===== src/rtl/ahb_pkg.sv =====
`default_nettype none
// ============================================================================
// Module      : ahb_pkg
// Description : Shared AHB transfer/burst/response encodings and beat lookup.
// Revision    : 1.0 - initial release
// ============================================================================
package ahb_pkg;

    localparam int AHB_TRANS_BITS = 2;
    localparam int AHB_BURST_BITS = 3;
    localparam int AHB_RESP_BITS  = 2;
    localparam int AHB_BCNT_BITS  = 4;

    typedef enum logic [AHB_TRANS_BITS-1:0] {
        TRANS_IDLE   = 2'd0,
        TRANS_BUSY   = 2'd1,
        TRANS_NONSEQ = 2'd2,
        TRANS_SEQ    = 2'd3
    } htrans_e;

    typedef enum logic [AHB_BURST_BITS-1:0] {
        BURST_SINGLE = 3'd0,
        BURST_INCR   = 3'd1,
        BURST_WRAP4  = 3'd2,
        BURST_INCR4  = 3'd3,
        BURST_WRAP8  = 3'd4,
        BURST_INCR8  = 3'd5,
        BURST_WRAP16 = 3'd6,
        BURST_INCR16 = 3'd7
    } hburst_e;

    typedef enum logic [AHB_RESP_BITS-1:0] {
        RESP_OKAY  = 2'd0,
        RESP_ERROR = 2'd1,
        RESP_RETRY = 2'd2,
        RESP_SPLIT = 2'd3
    } hresp_e;

    // Undefined-length INCR counts as one beat so it never holds the grant.
    function automatic logic [4:0] burst_beats(input hburst_e burst);
        logic [4:0] beats;
        case (burst)
            BURST_WRAP4,  BURST_INCR4:  beats = 5'd4;
            BURST_WRAP8,  BURST_INCR8:  beats = 5'd8;
            BURST_WRAP16, BURST_INCR16: beats = 5'd16;
            default:                    beats = 5'd1;
        endcase
        return beats;
    endfunction

endpackage
`default_nettype wire


===== src/rtl/ahb_arbiter_n_if.sv =====
`default_nettype none
// ============================================================================
// Module      : ahb_arbiter_n_if
// Description : Arbitration signal bundle between AHB masters/slaves and arbiter.
// Revision    : 1.0 - initial release
// ============================================================================
interface ahb_arbiter_n_if
    import ahb_pkg::*;
#(
    parameter int NUM_MASTERS = 4,
    parameter int MASTER_BITS = 4
) ();

    logic [NUM_MASTERS-1:0]    HBUSREQ;
    logic [NUM_MASTERS-1:0]    HLOCK;
    logic [AHB_TRANS_BITS-1:0] HTRANS;
    logic [AHB_BURST_BITS-1:0] HBURST;
    logic                      HREADY;
    logic [AHB_RESP_BITS-1:0]  HRESP;
    logic [NUM_MASTERS-1:0]    HSPLIT;
    logic [NUM_MASTERS-1:0]    HGRANT;
    logic [MASTER_BITS-1:0]    HMASTER;
    logic                      HMASTLOCK;
    logic [NUM_MASTERS-1:0]    SPLIT_MASK;

    modport slave (
        input  HBUSREQ, HLOCK, HTRANS, HBURST, HREADY, HRESP, HSPLIT,
        output HGRANT, HMASTER, HMASTLOCK, SPLIT_MASK
    );

    modport master (
        output HBUSREQ, HLOCK, HTRANS, HBURST, HREADY, HRESP, HSPLIT,
        input  HGRANT, HMASTER, HMASTLOCK, SPLIT_MASK
    );

endinterface
`default_nettype wire


===== src/rtl/ahb_rr_picker.sv =====
`default_nettype none
// ============================================================================
// Module      : ahb_rr_picker
// Description : Combinational lowest-index or rotating-start request picker.
// Revision    : 1.0 - initial release
// ============================================================================
module ahb_rr_picker #(
    parameter int NUM_MASTERS = 4,
    parameter int IDX_BITS    = 4
) (
    input  logic [NUM_MASTERS-1:0] i_req,
    input  logic [IDX_BITS-1:0]    i_start,
    input  logic                   i_rr_mode,
    output logic [NUM_MASTERS-1:0] o_grant,
    output logic [IDX_BITS-1:0]    o_idx,
    output logic                   o_valid
);

    int w_base;
    int w_dist;
    int w_best;

    // The winner is the requester with the smallest wrapped distance from the start slot.
    always_comb begin
        w_base  = i_rr_mode ? int'(i_start) : 0;
        w_dist  = 0;
        w_best  = NUM_MASTERS;
        o_idx   = '0;
        o_valid = 1'b0;
        o_grant = '0;
        for (int j = 0; j < NUM_MASTERS; j++) begin
            w_dist = j - w_base;
            if (w_dist < 0) begin
                w_dist = w_dist + NUM_MASTERS;
            end
            if (i_req[j] && (w_dist < w_best)) begin
                w_best = w_dist;
                o_idx  = IDX_BITS'(j);
            end
        end
        o_valid = (w_best < NUM_MASTERS);
        for (int j = 0; j < NUM_MASTERS; j++) begin
            o_grant[j] = o_valid && (o_idx == IDX_BITS'(j));
        end
    end

endmodule
`default_nettype wire


===== src/rtl/ahb_arbiter_n.sv =====
`default_nettype none
// ============================================================================
// Module      : ahb_arbiter_n
// Description : N-master AHB arbiter with burst/lock holding and SPLIT masking.
// Revision    : 1.0 - initial release
// ============================================================================
module ahb_arbiter_n
    import ahb_pkg::*;
#(
    parameter int NUM_MASTERS    = 4,
    parameter int MASTER_BITS    = 4,
    parameter int ARB_MODE       = 0,
    parameter int DEFAULT_MASTER = 0
) (
    input  logic           HCLK,
    input  logic           HRESET,
    ahb_arbiter_n_if.slave bus
);

    localparam logic [NUM_MASTERS-1:0] c_DEF_GRANT = NUM_MASTERS'(1) << DEFAULT_MASTER;
    localparam logic [MASTER_BITS-1:0] c_DEF_IDX   = MASTER_BITS'(DEFAULT_MASTER);
    localparam logic                   c_RR_MODE   = (ARB_MODE == 1);

    logic [NUM_MASTERS-1:0]   r_grant;
    logic [MASTER_BITS-1:0]   r_grant_idx;
    logic [MASTER_BITS-1:0]   r_master;
    logic                     r_mastlock;
    logic [NUM_MASTERS-1:0]   r_split_mask;
    logic [AHB_BCNT_BITS-1:0] r_burst_cnt;
    logic [MASTER_BITS-1:0]   r_rr_ptr;

    logic [NUM_MASTERS-1:0]   w_eligible;
    logic [MASTER_BITS-1:0]   w_start;
    logic [NUM_MASTERS-1:0]   w_win_onehot;
    logic [MASTER_BITS-1:0]   w_win_idx;
    logic                     w_win_valid;
    logic                     w_owner_split;
    logic                     w_owner_lock;
    logic                     w_resp_first;
    logic                     w_hold;
    logic                     w_rearb;
    logic [NUM_MASTERS-1:0]   w_split_set;
    logic [NUM_MASTERS-1:0]   w_split_nxt;
    logic [4:0]               w_beats;
    logic [AHB_BCNT_BITS-1:0] w_cnt_nxt;

    assign w_eligible = bus.HBUSREQ & ~r_split_mask;

    always_comb begin
        w_start = r_rr_ptr + MASTER_BITS'(1);
        if (r_rr_ptr == MASTER_BITS'(NUM_MASTERS - 1)) begin
            w_start = '0;
        end
    end

    ahb_rr_picker #(
        .NUM_MASTERS (NUM_MASTERS),
        .IDX_BITS    (MASTER_BITS)
    ) u_picker (
        .i_req     (w_eligible),
        .i_start   (w_start),
        .i_rr_mode (c_RR_MODE),
        .o_grant   (w_win_onehot),
        .o_idx     (w_win_idx),
        .o_valid   (w_win_valid)
    );

    assign w_owner_split = |(r_split_mask & r_grant);
    assign w_owner_lock  = |(bus.HLOCK & r_grant);
    // First (HREADY low) cycle of a two-cycle RETRY/SPLIT response.
    assign w_resp_first  = !bus.HREADY &&
                           ((bus.HRESP == RESP_RETRY) || (bus.HRESP == RESP_SPLIT));
    assign w_hold        = (r_burst_cnt > AHB_BCNT_BITS'(1)) ||
                           (w_owner_lock && !w_owner_split) || w_resp_first;
    assign w_rearb       = !w_hold || w_owner_split;

    assign w_beats = burst_beats(hburst_e'(bus.HBURST));

    always_comb begin
        w_cnt_nxt = r_burst_cnt;
        if (bus.HREADY) begin
            if (bus.HRESP != RESP_OKAY) begin
                w_cnt_nxt = '0;
            end else if (bus.HTRANS == TRANS_NONSEQ) begin
                w_cnt_nxt = AHB_BCNT_BITS'(w_beats - 5'd1);
            end else if ((bus.HTRANS == TRANS_SEQ) && (r_burst_cnt != '0)) begin
                w_cnt_nxt = r_burst_cnt - AHB_BCNT_BITS'(1);
            end
        end
    end

    always_comb begin
        w_split_set = '0;
        for (int i = 0; i < NUM_MASTERS; i++) begin
            w_split_set[i] = bus.HREADY && (bus.HRESP == RESP_SPLIT) &&
                             (r_master == MASTER_BITS'(i));
        end
    end

    // Set beats a simultaneous release; the default master can never be parked as split.
    assign w_split_nxt = ((r_split_mask & ~bus.HSPLIT) | w_split_set) & ~c_DEF_GRANT;

    always_ff @(posedge HCLK or posedge HRESET) begin
        if (HRESET) begin
            r_grant      <= c_DEF_GRANT;
            r_grant_idx  <= c_DEF_IDX;
            r_master     <= c_DEF_IDX;
            r_mastlock   <= 1'b0;
            r_split_mask <= '0;
            r_burst_cnt  <= '0;
            r_rr_ptr     <= '0;
        end else begin
            if (w_rearb) begin
                if (w_win_valid) begin
                    r_grant     <= w_win_onehot;
                    r_grant_idx <= w_win_idx;
                    r_rr_ptr    <= w_win_idx;
                end else begin
                    r_grant     <= c_DEF_GRANT;
                    r_grant_idx <= c_DEF_IDX;
                end
            end
            if (bus.HREADY) begin
                r_master   <= r_grant_idx;
                r_mastlock <= w_owner_lock;
            end
            r_burst_cnt  <= w_cnt_nxt;
            r_split_mask <= w_split_nxt;
        end
    end

    assign bus.HGRANT     = r_grant;
    assign bus.HMASTER    = r_master;
    assign bus.HMASTLOCK  = r_mastlock;
    assign bus.SPLIT_MASK = r_split_mask;

    a_grant_onehot: assert property (@(posedge HCLK) disable iff (HRESET) $onehot(r_grant));
    a_master_range: assert property (@(posedge HCLK) disable iff (HRESET)
                                     int'(r_master) < NUM_MASTERS);

endmodule
`default_nettype wire


===== src/flat_wrapper.sv =====
// flat-port wrapper written by rule: the top's interface ports become plain ports
module ahb_arbiter_n_flat import ahb_pkg::*;
#(
    parameter int NUM_MASTERS    = 4,
    parameter int MASTER_BITS    = 4,
    parameter int ARB_MODE       = 0,
    parameter int DEFAULT_MASTER = 0
)
  (HCLK, HRESET, bus_HBUSREQ, bus_HLOCK, bus_HTRANS, bus_HBURST, bus_HREADY, bus_HRESP, bus_HSPLIT, bus_HGRANT, bus_HMASTER, bus_HMASTLOCK, bus_SPLIT_MASK);
  ahb_arbiter_n_if #(.NUM_MASTERS(NUM_MASTERS), .MASTER_BITS(MASTER_BITS)) bus_i ();
  input  logic HCLK;
  input  logic HRESET;
  input wire logic [$bits(bus_i.HBUSREQ)-1:0] bus_HBUSREQ;
  input wire logic [$bits(bus_i.HLOCK)-1:0] bus_HLOCK;
  input wire logic [$bits(bus_i.HTRANS)-1:0] bus_HTRANS;
  input wire logic [$bits(bus_i.HBURST)-1:0] bus_HBURST;
  input wire logic [$bits(bus_i.HREADY)-1:0] bus_HREADY;
  input wire logic [$bits(bus_i.HRESP)-1:0] bus_HRESP;
  input wire logic [$bits(bus_i.HSPLIT)-1:0] bus_HSPLIT;
  output wire logic [$bits(bus_i.HGRANT)-1:0] bus_HGRANT;
  output wire logic [$bits(bus_i.HMASTER)-1:0] bus_HMASTER;
  output wire logic [$bits(bus_i.HMASTLOCK)-1:0] bus_HMASTLOCK;
  output wire logic [$bits(bus_i.SPLIT_MASK)-1:0] bus_SPLIT_MASK;
  assign bus_i.HBUSREQ = bus_HBUSREQ;
  assign bus_i.HLOCK = bus_HLOCK;
  assign bus_i.HTRANS = bus_HTRANS;
  assign bus_i.HBURST = bus_HBURST;
  assign bus_i.HREADY = bus_HREADY;
  assign bus_i.HRESP = bus_HRESP;
  assign bus_i.HSPLIT = bus_HSPLIT;
  assign bus_HGRANT = bus_i.HGRANT;
  assign bus_HMASTER = bus_i.HMASTER;
  assign bus_HMASTLOCK = bus_i.HMASTLOCK;
  assign bus_SPLIT_MASK = bus_i.SPLIT_MASK;
  ahb_arbiter_n #(.NUM_MASTERS(NUM_MASTERS), .MASTER_BITS(MASTER_BITS), .ARB_MODE(ARB_MODE), .DEFAULT_MASTER(DEFAULT_MASTER)) u_core (.HCLK(HCLK), .HRESET(HRESET), .bus(bus_i));
endmodule

===== config.mk =====
export PLATFORM = sky130hd
export DESIGN_NAME = ahb_arbiter_n_flat
export DESIGN_NICKNAME = d
export VERILOG_FILES = /design/src/rtl/ahb_pkg.sv /design/src/rtl/ahb_arbiter_n_if.sv /design/src/rtl/ahb_rr_picker.sv /design/src/rtl/ahb_arbiter_n.sv /design/src/flat_wrapper.sv
export SDC_FILE = /design/constraint.sdc
export NUM_CORES = 1
export LEC_CHECK = 0
export ABC_AREA = 1
export BUFFER_PORTS_ARGS = -buffer_cell sky130_fd_sc_hd__buf_2
export CAP_MARGIN = 30
export CORE_UTILIZATION = 55
export CTS_CLUSTER_DIAMETER = 50
export DETAILED_ROUTE_END_ITERATION = 7
export PLACE_DENSITY = 0.73
export SLEW_MARGIN = 20
export SYNTH_ARGS = -nofsm -noshare
export SYNTH_HDL_FRONTEND = slang
export SYNTH_HIERARCHICAL = 1
export SYNTH_SLANG_ARGS = --single-unit

===== constraint.sdc =====
create_clock -name HCLK -period 11.1 [get_ports HCLK]
set_clock_uncertainty 0.1 [all_clocks]
set_input_delay 1.11 -clock HCLK [delete_from_list [all_inputs] [get_ports HCLK]]
set_output_delay 1.11 -clock HCLK [all_outputs]
set_load 0.02 [all_outputs]

Word level (Yosys, flattened, before mapping). Index checks and enable logic that the tools add are counted.

Register bits: 20. Word-level logic and storage cells: 82.

$add $sub $neg: 2. $lt $le $gt $ge: 5. Equality and inequality tests: 16. Muxes and demuxes: 13. Bitwise operators: 7. Reductions and logical operators: 33.

Operators with widths (number): 2-to-1 mux 32 bit (3); < comparator 3 x 32 -> 1 bit, first input constant (2); < comparator 2 x 32 -> 1 bit, first input constant (1); < comparator 32 x 4 -> 1 bit, second input constant (1); 2-to-1 mux 4 bit (7); AND 4 bit (4); equality test 4 x 2 -> 1 bit, second input constant (4); logical AND 1 bit (15); equality test 3 bit, second input constant (4); case mux 4 bit (3 select lines) (1); equality test 2 bit, second input constant (4); equality test 4 x 1 -> 1 bit, second input constant (2); logical NOT 4 bit (2); inverter 4 bit (2); OR reduction 4 bit (2); subtractor 4 x 1 -> 4 bit, second input constant (2); equality test 3 x 2 -> 1 bit, second input constant (2); OR reduction 2 bit (3); > comparator 4 x 1 -> 1 bit, second input constant (1); logical OR 1 bit (4); bitwise OR 4 bit (1); nonzero test 4 bit (1); logical NOT 1 bit (3); 2-to-1 mux 3 bit (1); 4 further kinds (4).

Longest topological paths before layout.
Word-level depth: 15. Gate-level depth with buffers: 60.

Hierarchy. The synthesis kept the hierarchy.

Modules (own cells, without submodules): ahb_rr_picker (instances 1, cells each 257, area an instance 1418.9 µm², seq. area each 0.0 µm²); ahb_arbiter_n (instances 1, cells each 177, area an instance 1375.1 µm², seq. area each 601.8 µm²).

Least setup slack after synthesis. No wires, ideal clock.

Path type: input to register. Start point: in bus_HBUSREQ[0]. End point: reg u_core.r_grant[0], in the netlist u_core/bus.HGRANT[0]. Setup time: 77 ps. Data arrival time: 4761 ps. Slack: 6162 ps. Cell stages on the path: 41. Path buffers: 1. Cells stage by stage: nand2_1 a21oi_1 ha_1 nand2_1 inv_1 nand2_1 nand2_1 nand2_1 nand2_1 nand2_1 nand2_1 nand2_1 nand3_1 inv_2 nand2_1 o21ai_0 ha_1 nand2_1 [... 5 more ...] nand3_2 inv_1 o21ai_1 inv_1 ha_1 nand2_1 nor2_1 nand2_1 nand2_1 nand2_1 nand2_1 nand2_1 nand3_2 nand2_1 buf_2 inv_1 o21ai_1 nand2_1.

Longest elaborated chain between the ends: 14.

Ends and longest elaborated chain: start: declaration (RTL line flat_wrapper.sv:13) `input wire logic [$bits(bus_i.HBUSREQ)-1:0] bus_HBUSREQ;`; AND 4 bit (*) (RTL line ahb_arbiter_n.sv:47) `assign w_eligible = bus.HBUSREQ & ~r_split_mask;`; 2-to-1 mux 3 bit (*) (RTL line ahb_rr_picker.sv:36) `if (i_req[j] && (w_dist < w_best)) begin`; < comparator 2 x 32 -> 1 bit (RTL line ahb_rr_picker.sv:36); logical AND 1 bit (RTL line ahb_rr_picker.sv:36); 2-to-1 mux 32 bit (*) (RTL line ahb_rr_picker.sv:36); < comparator 3 x 32 -> 1 bit (RTL line ahb_rr_picker.sv:36); logical AND 1 bit (RTL line ahb_rr_picker.sv:36); 2-to-1 mux 32 bit (*) (RTL line ahb_rr_picker.sv:36); < comparator 3 x 32 -> 1 bit (RTL line ahb_rr_picker.sv:36); logical AND 1 bit (RTL line ahb_rr_picker.sv:36); 2-to-1 mux 32 bit (*) (RTL line ahb_rr_picker.sv:36); < comparator 32 x 4 -> 1 bit (*) (RTL line ahb_rr_picker.sv:41) `o_valid = (w_best < NUM_MASTERS);`; named net u_core.w_win_valid (RTL line ahb_arbiter_n.sv:36) `logic w_win_valid;`; logical AND 1 bit (RTL line ahb_rr_picker.sv:43) `o_grant[j] = o_valid && (o_idx == IDX_BITS'(j));`; 2-to-1 mux 4 bit (*) (RTL line ahb_arbiter_n.sv:114) `if (w_win_valid) begin`; end signal: assignment (RTL line ahb_arbiter_n.sv:105) `r_grant <= c_DEF_GRANT;`; end signal: assignment (RTL line ahb_arbiter_n.sv:115) `r_grant <= w_win_onehot;`; end signal: assignment (RTL line ahb_arbiter_n.sv:119) `r_grant <= c_DEF_GRANT;`; end: declaration (RTL line ahb_arbiter_n.sv:24) `logic [NUM_MASTERS-1:0] r_grant;`.

The timed path passes the listed nets; every way through them passes the cells marked *. A chain may end at the register's enable or synchronous reset.

Worst setup path after layout. Ends and elaborated chain as after synthesis.

==> impl_results.md <==
* Cell count after synthesis at between 400 and 500
* Clk Tree Root Cell: sky130_fd_sc_hd__clkbuf_8
* Share of layout cells above drive strength 1 at 14.9%
* Number of synthesized flops with an enable pin at 0
* TritonCTS clock tree: done
* Mapped cell area at ~2800 um2
* Sink count of the clock tree at 24
* Data arrival time at the worst-slack endpoint at 5.86 ns
* Sum of net half-perimeters after detailed placement at roughly 4700 um
* Number of filler instances in the final layout at between 400 and 500
* Instance area after placement at 3020 um2
* Maximum count of clock buffers along a single path at 2
* Setup Total Neg Slack at 0 ns
* Clock latency reported for the late side of the worst-skew pair at 0.26 ns
* Total of max-cap violations at 0
* Total of hold buffers inserted after clock tree synthesis at 0
* Total non-filler cell area in the finished layout at between 3000 and 4000 um2
* Synthesized area per cell at between 6 and 7 um2
* Post-detailed-route wirelength per cell at ~11 um
* Post-layout minimum cycle time at between 5 and 6 ns
* Setup crit start kind: input pin
* Unique cell type count in the Yosys netlist at 34
* Number of nets in the finished design at 531
* Kind of critical path: in2reg
* Overall die height at between 70 and 80 um
* Number of input and output port buffers inserted at 31
* Die Area at 5370 um2
* Floorplan row count at 25
* CTS-repair resized insts at 0
* Pin count of the biggest net entering global routing at 25
* Starting DRT DRC Count at around 130
* Number of warning messages in the yosys log at 6
* Highest net fanout along the worst path at 12
* Synthesized flop and latch total at 24
* Synthesis-to-finish area growth at 10.5%
* Top_reg_cell synth: sky130_fd_sc_hd__dfrtp_1
* Antenna violations before repair at 0
* Endpoint kind of the worst setup timing path: register
* Unrepaired setup endpoints after global routing: no
* Slowest cell delay on critical path at 0.35 ns
* Max-slew violation count at 0
* Routed WL at 5690 um
* Worst Tran Pin Value at 0.536 ns
* FF-to-FF path depth at 30
* CP Data Required Time at 11.20 ns
* Diodes inserted at 0
* Critical path's most frequent cell: sky130_fd_sc_hd__nand2_1
* Total DRC errors in the routed layout at 0
* Last weighted congestion value of the routability-driven placer at between 0.8 and 0.9
* Part of the Yosys area used for sequential elements at 21.5%
* CP max stage cell: sky130_fd_sc_hd__nand2_1
* Global route total overflow at 0
* Worst Hold Class: reg2reg
* Final hold violations at 0
* Final Cycle Share at between 50% and 60%
* Hold path cells at 2
* Total global-route track usage at a little under a quarter
* Asr flop ratio synth at 100%
* Worst slew margin at 63.3%
* Global-route wire length before repair at 9740 um
* Detailed-route via count at 2659
* Number of iterations in the first detailed-routing pass at 4
* Vias in the first global route at 2274
* Result of the run: finished, final reports clean
* Peak Freq at between 0.15 and 0.2 GHz
* Initial standard-cell utilization of the core at roughly three fifths
* Avg Vias per Cell at 4.94
* Number of levels in the clock H-tree at 1
* Number of I/O pins at 35
* Clock slew seen by the registers of the worst setup and hold paths at 0.08 ns
* Finish-stage setup viols at 0
* ANT nets after route at 0
* Area of the core at between 4000 and 5000 um2
* Total CTS buffers at 3
* Count of buffers added by post-CTS timing repair for setup at 0
* Die span in x at approximately 73 um
-- cells in the final DEF, fill, tap and decap left out, drive strengths merged, types with 3 or more instances in the layout --
| master | n |
|---|---|
| a2111oi | 3 |
| a21oi | 16 |
| a31oi | 4 |
| buf | 32 |
| clkbuf | 4 |
| conb | 9 |
| dfrtp | 23 |
| ha | 37 |
| inv | 78 |
| nand2 | 144 |
| nand3 | 34 |
| nand4 | 6 |
| nor2 | 35 |
| o21a | 3 |
| o21ai | 33 |
| xor2 | 3 |
-- synthesized netlist by cell type (2+ instances only) --
cell type	instances	area, um2
sky130_fd_sc_hd__buf_4	3	22.5
sky130_fd_sc_hd__xor2_1	3	26.3
sky130_fd_sc_hd__inv_1	69	259
sky130_fd_sc_hd__dfrtp_1	23	576
sky130_fd_sc_hd__ha_1	37	463
sky130_fd_sc_hd__nand3_2	8	80.1
sky130_fd_sc_hd__nor2_2	3	18.8
sky130_fd_sc_hd__a31oi_1	4	25.0
sky130_fd_sc_hd__o21a_1	3	22.5
sky130_fd_sc_hd__nand3_1	26	130
sky130_fd_sc_hd__a21oi_1	14	70.1
sky130_fd_sc_hd__nor2_4	2	22.5
sky130_fd_sc_hd__a2111oi_0	3	26.3
sky130_fd_sc_hd__nor2_1	30	113
sky130_fd_sc_hd__o21ai_0	25	125
sky130_fd_sc_hd__clkinv_1	2	7.51
sky130_fd_sc_hd__o21ai_1	8	40.0
sky130_fd_sc_hd__nand2_2	6	37.5
sky130_fd_sc_hd__conb_1	2	7.51
sky130_fd_sc_hd__nand2_4	2	22.5
sky130_fd_sc_hd__nand2_1	135	507
sky130_fd_sc_hd__inv_2	8	30.0
sky130_fd_sc_hd__nand4_1	6	37.5
sky130_fd_sc_hd__buf_2	2	10.0
-- flip-flops by register name, summed over array words and instances, names as in the netlist --
name	count
u_core/bus.HGRANT	4
u_core/bus.HMASTER	4
u_core/bus.HMASTLOCK	1
u_core/bus.SPLIT_MASK	3
u_core/r_burst_cnt	4
u_core/r_grant_idx	4
u_core/r_rr_ptr	4
-- cell type report --
| type | count | area (um2) | area share, % |
|---|---|---|---|
| Tap cell | 67 | 83.8 | 2.71 |
| Multi-Input combinational cell | 331 | 1870 | 60.6 |
| Inverter | 80 | 303 | 9.81 |
| Clock buffer | 4 | 45.0 | 1.46 |
| Timing Repair Buffer | 32 | 183 | 5.92 |
| Sequential cell | 24 | 602 | 19.5 |
-- metal layers --
metal | wire length (um) | GRT usage [%]
met1 | 2980 | 33.4
met2 | 2490 | 36.1
met3 | 187 | 3.70
met4 | 36 | 3.92
met5 | 0 | 0
-- critical path, delay by kind of cell --
| family | cells | cell delay, ns |
|---|---|---|
| buf+inv | 6 | 0.73 |
| simple gates | 29 | 2.53 |
| fa+ha+maj | 3 | 0.83 |
| compound gates | 4 | 0.66 |
-- cell families (layout without fill, tap and decap cells) --
kind of cell	count (synthesis)	after routing	share of synthesized area [%]
AO/OA/AOI/OAI	59	59	12.0
XOR/XNOR	3	3	0.941
adder cells (fa/ha/maj)	37	37	16.6
buffers and inverters	86	116	12.4
flip-flops	24	24	21.5
other	2	9	0.269
AND/OR/NAND/NOR	223	223	36.3
-- stage by stage --
step           hold slack [ns]  instances  setup slack, ns  util (%)
2_1_floorplan            0.342        441             6.16         -
3_3_place_gp             0.360        533             5.09      62.6
3_5_place_dp             0.365        533             5.05      62.6
4_1_cts                  0.376        537             5.34      63.5
5_1_grt                  0.419        538             4.65      64.1
6_report                 0.372        538             5.33      64.1
-- path summary, 6_finish.rpt --
path,from,to,slack [ns]
setup / recovery,bus_HBUSREQ[0],u_core/bus.HGRANT[0],5.33
hold / removal,u_core/bus.HGRANT[0],u_core/bus.HGRANT[0],0.37
setup reg to reg,u_core/bus.SPLIT_MASK[1],u_core/bus.HGRANT[0],6.54
hold reg to reg,u_core/bus.HGRANT[0],u_core/bus.HGRANT[0],0.37
max in group asynchronous,HRESET,u_core/bus.HGRANT[0],9.76
min in group asynchronous,HRESET,u_core/bus.HMASTLOCK,0.66
Power is left out: the tool's default activity adds up to more than one toggle a clock period on the data nets, which glitch-free logic cannot reach.
